--- config.mk ---
export PLATFORM = sky130hd
export DESIGN_NAME = lab5_iram_loader
export DESIGN_NICKNAME = d
export VERILOG_FILES = /design/src/rtl/lab5_iram_loader.sv
export SDC_FILE = /design/constraint.sdc
export NUM_CORES = 1
export LEC_CHECK = 0
export CAP_MARGIN = 40
export CORE_UTILIZATION = 35
export DETAILED_ROUTE_END_ITERATION = 10
export GPL_TIMING_DRIVEN = 0
export PLACE_DENSITY = 0.65
export SLEW_MARGIN = 20
export SYNTH_ARGS = -nofsm -noshare
export SYNTH_HDL_FRONTEND = slang
export SYNTH_SLANG_ARGS = --single-unit
export TNS_END_PERCENT = 10
--- constraint.sdc ---
create_clock -name CLK -period 2.9 [get_ports CLK]
set_input_delay 0.58 -clock CLK [delete_from_list [all_inputs] [get_ports CLK]]
set_output_delay 0.58 -clock CLK [all_outputs]
set_load 0.01 [all_outputs]
--- src/rtl/lab5_iram_loader.sv ---
// lab5_iram_loader
//   Writer-side loader for the lab 5 instruction RAM (128 x 16).
//
//   The loader receives a framed program image over a byte stream:
//     0xA5, N (1..128), 2N data bytes (each word high byte first), XOR checksum.
//   It writes the image word by word into the RAM. The CPU is held in reset for
//   the whole load. On a good checksum the CPU is released and DONE is set.
//   Any frame error or stall leaves the CPU held and sets ERR.
//
// Ports
//   CLK       in   system clock, rising edge
//   RESET_N   in   asynchronous active-low reset
//   START     in   one-cycle load request, honoured in IDLE/DONE/ERR only
//   RX_DATA   in   [7:0] incoming byte
//   RX_VALID  in   RX_DATA valid
//   RX_READY  out  loader accepts a byte (transfer = RX_VALID && RX_READY)
//   WE        out  one-cycle instruction RAM write strobe
//   WADDR     out  [6:0] write word address
//   WDATA     out  [15:0] write data
//   CPU_HOLD  out  keeps the CPU in reset while high
//   DONE      out  last load good (sticky until next START)
//   ERR       out  last load failed (sticky until next START)
//
// State   | meaning
// --------+-----------------------------------------------------------
// IDLE    | out of reset, nothing loaded yet
// HDR     | hunting for the 0xA5 header, other bytes discarded
// CNT     | waiting for the word count N
// HI      | waiting for the high byte of the current word
// LO      | waiting for the low byte of the current word
// WRITE   | one-cycle RAM write of the assembled word
// CSUM    | waiting for the checksum byte
// DONE    | image good, CPU released
// ERR     | load failed, CPU kept in reset

module lab5_iram_loader #(
  parameter int TIMEOUT_CYCLES = 1000000
) (
  input  logic        CLK,
  input  logic        RESET_N,
  input  logic        START,
  input  logic [7:0]  RX_DATA,
  input  logic        RX_VALID,
  output logic        RX_READY,
  output logic        WE,
  output logic [6:0]  WADDR,
  output logic [15:0] WDATA,
  output logic        CPU_HOLD,
  output logic        DONE,
  output logic        ERR
);

  localparam int TW = $clog2(TIMEOUT_CYCLES + 1);
  localparam logic [TW-1:0] TMO_LOAD = TW'(TIMEOUT_CYCLES - 1);
  localparam logic [7:0] HDR_BYTE = 8'hA5;
  localparam logic [7:0] MAX_WORDS = 8'd128;

  typedef enum logic [3:0] {
    ST_IDLE,
    ST_HDR,
    ST_CNT,
    ST_HI,
    ST_LO,
    ST_WRITE,
    ST_CSUM,
    ST_DONE,
    ST_ERR
  } state_t;

  state_t state, state_nxt;

  logic          accept;
  logic          timed;
  logic          tmo_hit;
  logic          start_ok;
  logic          last_word;
  logic [7:0]    idx;
  logic [7:0]    word_cnt;
  logic [7:0]    hi_byte;
  logic [7:0]    csum;
  logic [TW-1:0] tmr;

  logic rx_ready_nxt;
  logic we_nxt;
  logic hold_nxt;
  logic done_nxt;
  logic err_nxt;

  assign accept    = RX_VALID && RX_READY;
  assign timed     = state inside {ST_HDR, ST_CNT, ST_HI, ST_LO, ST_CSUM};
  // Timer is a down-counter reloaded on every accepted byte; reaching zero
  // with no byte arriving means TIMEOUT_CYCLES idle cycles have elapsed.
  assign tmo_hit   = timed && !accept && (tmr == '0);
  assign start_ok  = START && (state inside {ST_IDLE, ST_DONE, ST_ERR});
  assign last_word = (idx + 8'd1) == word_cnt;

  // state register
  always_ff @(posedge CLK or negedge RESET_N) begin
    if (!RESET_N) begin
      state <= ST_IDLE;
    end else begin
      state <= state_nxt;
    end
  end

  // next-state logic
  always_comb begin
    state_nxt = state;
    if (tmo_hit) begin
      state_nxt = ST_ERR;
    end else begin
      case (state)
        ST_IDLE, ST_DONE, ST_ERR: begin
          if (START) state_nxt = ST_HDR;
        end
        ST_HDR: begin
          if (accept && (RX_DATA == HDR_BYTE)) state_nxt = ST_CNT;
        end
        ST_CNT: begin
          if (accept) begin
            state_nxt = ((RX_DATA != 8'd0) && (RX_DATA <= MAX_WORDS)) ? ST_HI : ST_ERR;
          end
        end
        ST_HI: begin
          if (accept) state_nxt = ST_LO;
        end
        ST_LO: begin
          if (accept) state_nxt = ST_WRITE;
        end
        ST_WRITE: begin
          state_nxt = last_word ? ST_CSUM : ST_HI;
        end
        ST_CSUM: begin
          if (accept) state_nxt = (RX_DATA == csum) ? ST_DONE : ST_ERR;
        end
        default: state_nxt = ST_IDLE;
      endcase
    end
  end

  // Outputs are decoded from the next state and registered, so each one is
  // glitch-free and lines up exactly with the state it describes.
  always_comb begin
    rx_ready_nxt = 1'b0;
    we_nxt       = 1'b0;
    hold_nxt     = 1'b0;
    done_nxt     = 1'b0;
    err_nxt      = 1'b0;
    case (state_nxt)
      ST_HDR, ST_CNT, ST_HI, ST_LO, ST_CSUM: begin
        rx_ready_nxt = 1'b1;
        hold_nxt     = 1'b1;
      end
      ST_WRITE: begin
        we_nxt   = 1'b1;
        hold_nxt = 1'b1;
      end
      ST_DONE: begin
        done_nxt = 1'b1;
      end
      ST_ERR: begin
        err_nxt  = 1'b1;
        hold_nxt = 1'b1;
      end
      default: begin
        hold_nxt = 1'b0;
      end
    endcase
  end

  always_ff @(posedge CLK or negedge RESET_N) begin
    if (!RESET_N) begin
      RX_READY <= 1'b0;
      WE       <= 1'b0;
      CPU_HOLD <= 1'b0;
      DONE     <= 1'b0;
      ERR      <= 1'b0;
    end else begin
      RX_READY <= rx_ready_nxt;
      WE       <= we_nxt;
      CPU_HOLD <= hold_nxt;
      DONE     <= done_nxt;
      ERR      <= err_nxt;
    end
  end

  // datapath: word index, count, checksum, timer, write address/data
  always_ff @(posedge CLK or negedge RESET_N) begin
    if (!RESET_N) begin
      idx      <= 8'd0;
      word_cnt <= 8'd0;
      hi_byte  <= 8'd0;
      csum     <= 8'd0;
      tmr      <= '0;
      WADDR    <= 7'd0;
      WDATA    <= 16'd0;
    end else begin
      if (start_ok) begin
        idx  <= 8'd0;
        csum <= 8'd0;
        tmr  <= TMO_LOAD;
      end else if (timed) begin
        if (accept) begin
          tmr <= TMO_LOAD;
        end else if (tmr != '0) begin
          tmr <= tmr - TW'(1);
        end
      end

      if (accept) begin
        case (state)
          ST_CNT: begin
            word_cnt <= RX_DATA;
          end
          ST_HI: begin
            hi_byte <= RX_DATA;
            csum    <= csum ^ RX_DATA;
          end
          ST_LO: begin
            csum  <= csum ^ RX_DATA;
            WDATA <= {hi_byte, RX_DATA};
            WADDR <= idx[6:0];
          end
          default: begin
          end
        endcase
      end

      if (state == ST_WRITE) begin
        idx <= idx + 8'd1;
      end
    end
  end

endmodule

* Yosys cells after proc, flatten, opt, wreduce, memory -nomap -nowiden
Cells that the tools add are included.
** Cells by class
- $add $sub $neg :: 2
- $lt $le $gt $ge :: 1
- Equal/unequal tests :: 19
- Mux-type cells :: 25
- Bitwise operators :: 1
- Reduce and logical (&&, ||, !) cells :: 24
** Operators by type and width (count)
- 20-bit 2-to-1 mux :: 4
- 8-bit 2-to-1 mux :: 5
- 4-bit 2-to-1 mux :: 9
- 4-bit by 3-bit == test with 1-bit output (second input constant) :: 8
- 4-bit one-hot mux with 7 select lines :: 1
- 20-bit zero test :: 1
- 20-bit nonzero test :: 1
- 20-bit by 1-bit subtractor with 20-bit output (second input constant) :: 1
- 4-bit by 2-bit == test with 1-bit output (second input constant) :: 4
- 8-bit == test :: 2
- 8-bit by 1-bit adder with 8-bit output (second input constant) :: 1
- 4-bit by 1-bit == test with 1-bit output (second input constant) :: 2
- 4-bit == test (second input constant) :: 2
- 8-bit == test (second input constant) :: 1
- 8-bit less-or-equal comparator (second input constant) :: 1
- 2-bit AND reduction :: 4
- 8-bit nonzero test :: 1
- 8-bit bitwise XOR :: 1
- 7-bit OR reduction :: 1
- 1-bit logical AND :: 6
- 3-bit nonzero test :: 2
- 1-bit 2-to-1 mux :: 5
- 5-bit nonzero test :: 1
- 5-bit OR reduction :: 1
- other kinds (6) :: 7
** Word-level totals
- Register bits :: 84
- Output and inout bits :: 28

* Logic depth before layout (Yosys ltp)
Gate-level depths: netlist of the first run.
- Depth in word-level cells :: 9
- Depth in mapped cells :: 9
- Mapped depth without buffers :: 9

* Worst setup path after synthesis of the first run
OpenSTA, ideal clock, no wires.
- Path type :: input -> register
- From :: in RX_DATA[4]
- To :: reg CPU_HOLD
- Library setup time :: 0.142 ns
- Data arrival time :: 2.283 ns
- Data required time :: 2.758 ns
- Slack :: 0.474 ns
- Stages :: 7
- Buffers on the path :: 0
- Path through :: or4_1 nor4_1 xnor2_1 o22ai_2 a311o_2 nor3b_1 a22oi_1
** On the way
- Word-level cells in the longest chain between the ends :: 9
** RTL lines
- start, declared :: line 42 : input logic [7:0] RX_DATA,
- 8-bit less-or-equal comparator or 8-bit nonzero test (tied branches) :: line 121 : state_nxt = ((RX_DATA != 8'd0) && (RX_DATA <= MAX_WORDS)) ? ST_HI : ST_ERR;
- 1-bit logical AND :: line 121
- 4-bit 2-to-1 mux :: line 121
- 4-bit 2-to-1 mux :: line 120 : if (accept) begin
- 4-bit one-hot mux with 7 select lines (*) :: line 112 : case (state)
- 4-bit 2-to-1 mux (*) :: line 109 : if (tmo_hit) begin
- via state_nxt[3] :: line 70 : state_t state, state_nxt;
- 4-bit == test, or another cell as far along :: line 149 : case (state_nxt)
- 7-bit OR reduction (no source line) (*)
- 1-bit 2-to-1 mux (*) :: line 149
- via hold_nxt :: line 85 : logic hold_nxt;
- end signal, assigned :: line 181 : CPU_HOLD <= hold_nxt;
- end, declared :: line 48 : output logic CPU_HOLD,
The timed path passes the listed nets; every way through them passes the cells marked *.
A chain may end at the register's enable or synchronous reset.

* Worst setup path after layout of the first run
- From :: in RX_VALID
- To :: reg CPU_HOLD
** On the way
- Word-level cells in the longest chain between the ends :: 8
** RTL lines
- start, declared :: line 43 : input logic RX_VALID,
- 1-bit logical AND (*) :: line 89 : assign accept = RX_VALID && RX_READY;
- 1-bit logical AND or 1-bit zero test (tied branches) :: line 117, 93
- 4-bit 2-to-1 mux or 1-bit logical AND (tied branches) :: line 117, 93
- 4-bit one-hot mux with 7 select lines or 1-bit logical AND (tied branches) :: line 112, 93
- 4-bit 2-to-1 mux (*) :: line 109
- 4-bit == test, or another cell as far along :: line 149
- 7-bit OR reduction (no source line) (*)
- 1-bit 2-to-1 mux (*) :: line 149
- via hold_nxt :: line 85
Marks and branches as above.

==> results of run 1 <==
cells in the mapped netlist, types with 3 or more instances:
| cell | number | area [um2] |
|---|---|---|
| nand2_1 | 112 | 420 |
| clkbuf_1 | 13 | 48.8 |
| nor3b_1 | 4 | 30.0 |
| or4_1 | 3 | 22.5 |
| mux2i_1 | 3 | 30.0 |
| inv_1 | 8 | 30.0 |
| o21ai_0 | 33 | 165 |
| dfrtp_1 | 84 | 2100 |
| mux2_2 | 16 | 180 |
| nor4_1 | 5 | 31.3 |
| nand3b_1 | 5 | 37.5 |
| nand3_1 | 9 | 45.0 |
| a21oi_1 | 8 | 40.0 |
| buf_1 | 3 | 11.3 |
| xnor2_1 | 12 | 105 |
| and2_1 | 5 | 31.3 |
| xor2_1 | 23 | 201 |
| nor2b_1 | 5 | 31.3 |
| or3_1 | 3 | 18.8 |
| buf_2 | 3 | 15.0 |
| nand2b_1 | 5 | 31.3 |
| o31ai_1 | 3 | 22.5 |
| and3_1 | 4 | 25.0 |
| nand4_1 | 3 | 18.8 |
| nor3_1 | 5 | 25.0 |
| nor2_1 | 34 | 128 |
critical path, delay by kind of cell:
family	cells	cell delay, ns
buffers and inverters	3	0.93
AO/OA/AOI/OAI	4	0.45
AND/OR/NAND/NOR	3	0.94
power groups by stage:
stage               sequential, W  clock [W]  combinational [W]
finish                    0.00167    0.00122            0.00132
detailed placement        0.00169          0            0.00130
global placement          0.00167          0            0.00126
CTS                       0.00167    0.00123            0.00133
global route              0.00171    0.00128            0.00147
floorplan                 0.00168          0           0.000825
how the worst max path moves through the flow:
| stage | endpoint | slack, ns | depth (start not counted) |
|---|---|---|---|
| after floorplan | CPU_HOLD | 0.47 | 7 |
| after global placement | RX_READY | -1.73 | 1 |
| after detailed placement | CPU_HOLD | -0.38 | 8 |
| after CTS | CPU_HOLD | 0.004 | 9 |
| after global routing | csum[7] | -0.004 | 8 |
| final | CPU_HOLD | 0.20 | 10 |
registers in the layout, indices dropped and copies added (netlist names):
signal	flops
CPU_HOLD	1
DONE	1
ERR	1
RX_READY	1
WADDR	7
WDATA	16
WE	1
csum	8
hi_byte	8
idx	8
state	4
tmr	20
word_cnt	8
routing by layer:
layer	up-vias	track usage (%)	part of all wire, %
li1	1611	-	-
met1	1579	21.4	47
met2	61	26.3	48
met3	17	2.67	3.2
met4	0	7.75	2.4
met5	-	0	0
final cells by class:
| type | instances | area (um2) | share of cell area (%) |
|---|---|---|---|
| inverters | 9 | 33.8 | 0.664 |
| clock buffers | 9 | 225 | 4.42 |
| multi-input cells | 335 | 1980 | 39.0 |
| flip-flops and latches | 84 | 2100 | 41.3 |
| repair buffers | 37 | 389 | 7.65 |
| clock inverters | 7 | 93.8 | 1.84 |
| plain buffers | 20 | 82.6 | 1.62 |
| well taps | 143 | 179 | 3.52 |
logic make-up (layout without fill, tap and decap cells):
group,Yosys count,in the layout,share of synthesized area (%)
xor gates and xnor gates,35,35,7.31
muxes,19,19,5.01
AOI/OAI and AO/OA,68,68,10.9
adders and majority gates,2,2,0.597
buffers and inverters,29,82,2.77
and+or+nand+nor,211,211,23.3
DFF,84,84,50.1
metrics by stage:
step           setup TNS [ns]  instances  utilization, %  hold WS (ns)
2_1_floorplan               0        448               -         0.284
3_3_place_gp          -149.13        626            40.8         0.445
3_5_place_dp            -5.18        627            41.1         0.462
4_1_cts                     0        644            43.9         0.163
5_1_grt              -0.00475        644            44.0         0.183
6_report                    0        644            44.0         0.152
what timing repair did:
item	4_1_cts	5_1_grt
gates resized for setup	1	5
setup buffers	1	0
setup endpoints to repair	3	11
pin swaps	1	0
gates cloned	0	0
==> summary.txt, run 1 <==
Logic synthesis
  – Cell Area, Synth: 4190 um2
  – Async SR Flop Fraction: 100%
  – Sequential share of the synthesized area: between 50% and 60%
  – EDFF count, synth: 0
  – Register bit count reported by yosys: 84
  – Ys flop type: dfrtp_1
  – Net Count, Synth: 462
  – Yosys warning total: 0
  – Synth unique cells: 56
  – Syn avg cell area: 9.36 um2
  – Syn Inst Count: 448

Worst setup path
  – CP peak stage delay: about 0.52 ns
  – Critical Path AT: 2.90 ns
  – CP startpoint: RX_VALID
  – Kind of end point of the critical path: register
  – Worst path slowest cell: or4_1
  – FF-to-FF setup slack: 0.51 ns
  – Worst setup path class: in2reg
  – FF-to-FF path depth: 7
  – Setup crit start kind: primary input
  – Worst Path Required: a little over 3 ns
  – Crit path max fanout: 9
  – Critical R2R Launch: RX_READY
  – Worst path cell trace: clkdlybuf4s50_1, nand2_1, or4_1, clkbuf_1, o31ai_1, a221oi_2, o31ai_2, buf_4, nor3b_1, a22oi_1
  – Reg2reg end: WADDR[0]

Global route
  – All-Layer GR Usage: approximately 16%
  – Vias in the first global route: 3211
  – Initial antenna violation count: 0
  – Aggregate global routing overflow: 0
  – Largest net degree at the start of global routing: between 50 and 60
  – Global-route wire length before repair: 16.1 mm

Place
  – Dpl ws: -0.385 ns
  – IO buf count: 35
  – Post-place instance area: between 4000 and 5000 um2
  – GPL Wtd Cong: 0.868
  – Hpwl dp: 6.57 mm

Drt
  – Detailed-route DRC error count: 1
  – Detail Route Antenna Nets: 0
  – First-pass iteration count of the detailed router: 7
  – Vias/cell: 5.07
  – Starting DRT DRC Count: 183
  – DR WL/cell: 14.6 um
  – Drt total wl: between 9 and 10 mm
  – Vias: roughly 3.3k

Layout
  – Layout cells sized above 1: approximately 11%
  – Most common cell after layout, fill and taps aside: nand2_1
  – Final instance area: about 5000 um2
  – Layout area overhead: 21.4%
  – Diodes inserted: 0
  – Most frequent cells in the layout: nand2_1, dfrtp_1, nor2_1
  – Fill cell total of the finished layout: 1070
  – Nets: 510

STA
  – Unrepaired setup endpoints after global routing: true
  – Fmax: 371 MHz
  – Fin crit period: 2.70 ns
  – Skew final: 0.0118 ns
  – Max-slew violation count: 0
  – Fin worst setup slack: 0.205 ns
  – Tightest Pin Transition: 0.793 ns
  – Max_slew headroom: 47.1%
  – Final Hold Viols: 0
  – Final setup vio count: 0
  – Final worst-path cycle share: 92.9%

Power
  – Sw frac: approximately a third
  – Sequential share of power: about two fifths
  – NetSw: 0.00144 W
  – P_int: 0.00276 W
  – Leak: around 2.3 nW
  – Comb power frac: 31.5%
  – Maximum vdd drop: approximately 340 uV
  – Pwr per Cell Area: 826 nW/um2
  – Design Power: 0.00421 W
  – Clock network fraction of total power: roughly 29%

Clocking
  – CTS buffer count: 9
  – Clock Latency Late Sink: 0.35 ns
  – H-tree levels: 3
  – Clk slew on worst S/H paths: approximately 0.070 ns
  – Cts hold-fix bufs: 0
  – Cell at the root of the clock tree: clkbuf_16
  – Clk sink count: 84
  – CTS tree: done
  – Clock buffer depth: 2

Die
  – Initial Util: a little over a third
  – Die height: ~110 um
  – Std-Cell Rows: 39
  – Core Region: 11600 um2
  – I/O pin cnt: 40
  – Die Width: 111 um
  – Die area: 12400 um2

Flow run
  – Max-Cap Viols: 0

Status
  – Failing checks: DRC
  – Status: finished, violations left

Hold path
  – Hold WC Path Type: in2async
(Power assumes the default switching activity.)
==> run 2: changes to the inputs <==
--- a/config.mk
+++ b/config.mk
@@ -7,6 +7,7 @@
 export LEC_CHECK = 0
 export CAP_MARGIN = 40
 export CORE_UTILIZATION = 35
+export CTS_CLUSTER_SIZE = 8
 export DETAILED_ROUTE_END_ITERATION = 10
 export GPL_TIMING_DRIVEN = 0
 export PLACE_DENSITY = 0.65
==> results of run 2 <==
The final DEF is identical to that of run 1; final timing and power are the same.
==> run 3: changes to the inputs <==
--- a/config.mk
+++ b/config.mk
@@ -6,6 +6,7 @@
 export NUM_CORES = 1
 export LEC_CHECK = 0
 export CAP_MARGIN = 40
+export CORE_ASPECT_RATIO = 1.2
 export CORE_UTILIZATION = 35
 export CTS_CLUSTER_SIZE = 8
 export DETAILED_ROUTE_END_ITERATION = 10
==> run 3 against run 2 <==
First-iteration DRC count is 6.0% lower. Combinational power barely moved. The run now ends clean. Final cell count increased by 2.6%. Core utilization fell by 0.12 points. Setup slack lost 0.081 ns. Non-clock buffer count rose by 3. Clock skew is 0.0064 ns lower. Final area up 0.22%.
==> summary.txt, run 3 (synthesized netlist as in run 1, its figures left out) <==
Worst setup path
  – Critical Path AT: just under 3 ns
  – Buf/Inv on CP: 1
  – Setup crit start kind: primary input
  – CP delay by family, top: simple AND/OR/NAND/NOR gates
  – Crit path max fanout: 7
  – CP peak stage delay: 0.55 ns
  – Worst Path Required: 3.10 ns
  – Kind of end point of the critical path: register
  – Worst setup path class: in2reg
  – Worst path cell trace: clkdlybuf4s50_1, or4_1, nor4_2, xnor2_1, o22ai_2, a311o_2, nor3b_1, a22oi_1
  – Worst path slowest cell: clkdlybuf4s50_1

Clocking
  – Cell at the root of the clock tree: clkbuf_16
  – Clock Latency Late Sink: 0.34 ns
  – Cts hold-fix bufs: 0
  – Clk sink count: 84
  – Clock buffer depth: 2
  – H-tree levels: 3
  – Clk slew on worst S/H paths: around 0.060 ns
  – CTS buffer count: 9
  – CTS tree: done

Die
  – I/O pin cnt: 40
  – Core Region: between 10000 and 15000 um2
  – Die height: between 100 and 150 um
  – Die area: roughly 12000 um2
  – Std-Cell Rows: 43
  – Initial Util: 36.1%
  – Die Width: 102 um

STA
  – Max-slew violation count: 0
  – Final worst-path cycle share: 95.7%
  – Final Hold Viols: 0
  – Fin crit period: 2.78 ns
  – Max_slew headroom: 47.1%
  – Skew final: 0.00537 ns
  – Final setup vio count: 0
  – Tightest Pin Transition: 0.793 ns
  – Unrepaired setup endpoints after global routing: false
  – Setup TNS: 0 ns
  – Fmax: between 300 and 400 MHz

Global route
  – Largest net degree at the start of global routing: 45
  – Vias in the first global route: 3284
  – Global-route wire length before repair: roughly 16 mm
  – All-Layer GR Usage: between 15 and 20%
  – Initial antenna violation count: 0
  – Aggregate global routing overflow: 0

Power
  – Pwr per Cell Area: slightly above 800 nW/um2
  – Leak: 2.25 nW
  – Maximum vdd drop: between 400 and 500 uV

Layout
  – Multi-input gate area: 1980 um2
  – Nets: 513
  – Fill cell total of the finished layout: 1160
  – Most frequent cells in the layout: nand2_1, dfrtp_1, nor2_1
  – Largest registers: tmr x20, WDATA x16
  – Diodes inserted: 0
  – Biggest register: tmr
  – Layout cells sized above 1: 11.1%
  – Register Area: ~2100 um2
  – Most common cell after layout, fill and taps aside: nand2_1
  – Layout area overhead: 21.6%
  – Max reg flops: 20
  – Final instance area: 5100 um2

Drt
  – Detailed-route DRC error count: 0
  – Starting DRT DRC Count: 172
  – First-pass iteration count of the detailed router: 4
  – Vias/cell: 5.01
  – Detail Route Antenna Nets: 0
  – Drt total wl: around 9.4 mm
  – Vias: between 3k and 4k
  – DR WL/cell: 14.1 um

Status
  – Status: finished, final reports clean

Place
  – Hpwl dp: 6.54 mm
  – Post-place instance area: 4760 um2
  – IO buf count: 35
  – GPL Wtd Cong: 0.839

Hold path
  – Hold WC Path Type: in2async

Flow run
  – Max-Cap Viols: 0
## run 3: path summary, 6_finish.rpt
kind                       startpoint         to  slack, ns  depth (start not counted)
min reg2reg                hi_byte[7]  WDATA[15]       0.46                          2
max in group asynchronous     RESET_N   WDATA[3]       2.06                          2
min in group CLK           hi_byte[7]  WDATA[15]       0.46                          2
min                           RESET_N         WE       0.22                          1
max                        RX_DATA[6]   CPU_HOLD       0.12                          8
max reg2reg                    idx[2]   RX_READY       0.44                          8
## run 3: layout make-up
| cell class | instances | area share (%) |
|---|---|---|
| buffer | 20 | 1.62 |
| clock inverter | 6 | 1.40 |
| multi-input combinational | 335 | 38.9 |
| sequential | 84 | 41.2 |
| timing repair buffer | 40 | 7.73 |
| inverter | 9 | 0.662 |
| tap | 157 | 3.85 |
| clock buffer | 10 | 4.68 |
## run 3: stage by stage
step                hold WS, ns  worst slack, ns  util [%]  total power [W]  cells
floorplan                 0.284            0.474         -          0.00250    448
global placement          0.445            -1.75      40.8          0.00293    640
detailed placement        0.455           -0.379      40.9          0.00297    641
CTS                       0.240           0.0866      43.7          0.00421    659
global route              0.272           0.0185      43.9          0.00442    661
finish                    0.218            0.124      43.9          0.00417    661
## run 3: timing repair
action,4_1_cts,5_1_grt
resized for setup,3,1
pin swaps,1,1
setup buffers,2,2
endpoints found under the setup margin,2,11
## run 3: where the power goes
part / total, W / switching (W) / leakage [nW] / internal [W]
Sequential: 0.00166 / 0.000193 / 1.09 / 0.00146
Combinational: 0.00134 / 0.000711 / 1.02 / 0.000624
Clock: 0.00118 / 0.000485 / 0.145 / 0.000696
Total: 0.00417 / 0.00139 / 2.25 / 0.00278
## run 3: per-layer routing
| metal | up-vias | global-route usage, % | routed length, um |
|---|---|---|---|
| met5 | - | 0 | 0 |
| met4 | 0 | 5.98 | 195 |
| met3 | 15 | 3.84 | 369 |
| met2 | 62 | 27.7 | 4630 |
| met1 | 1617 | 20.8 | 4160 |
| li1 | 1619 | - | - |
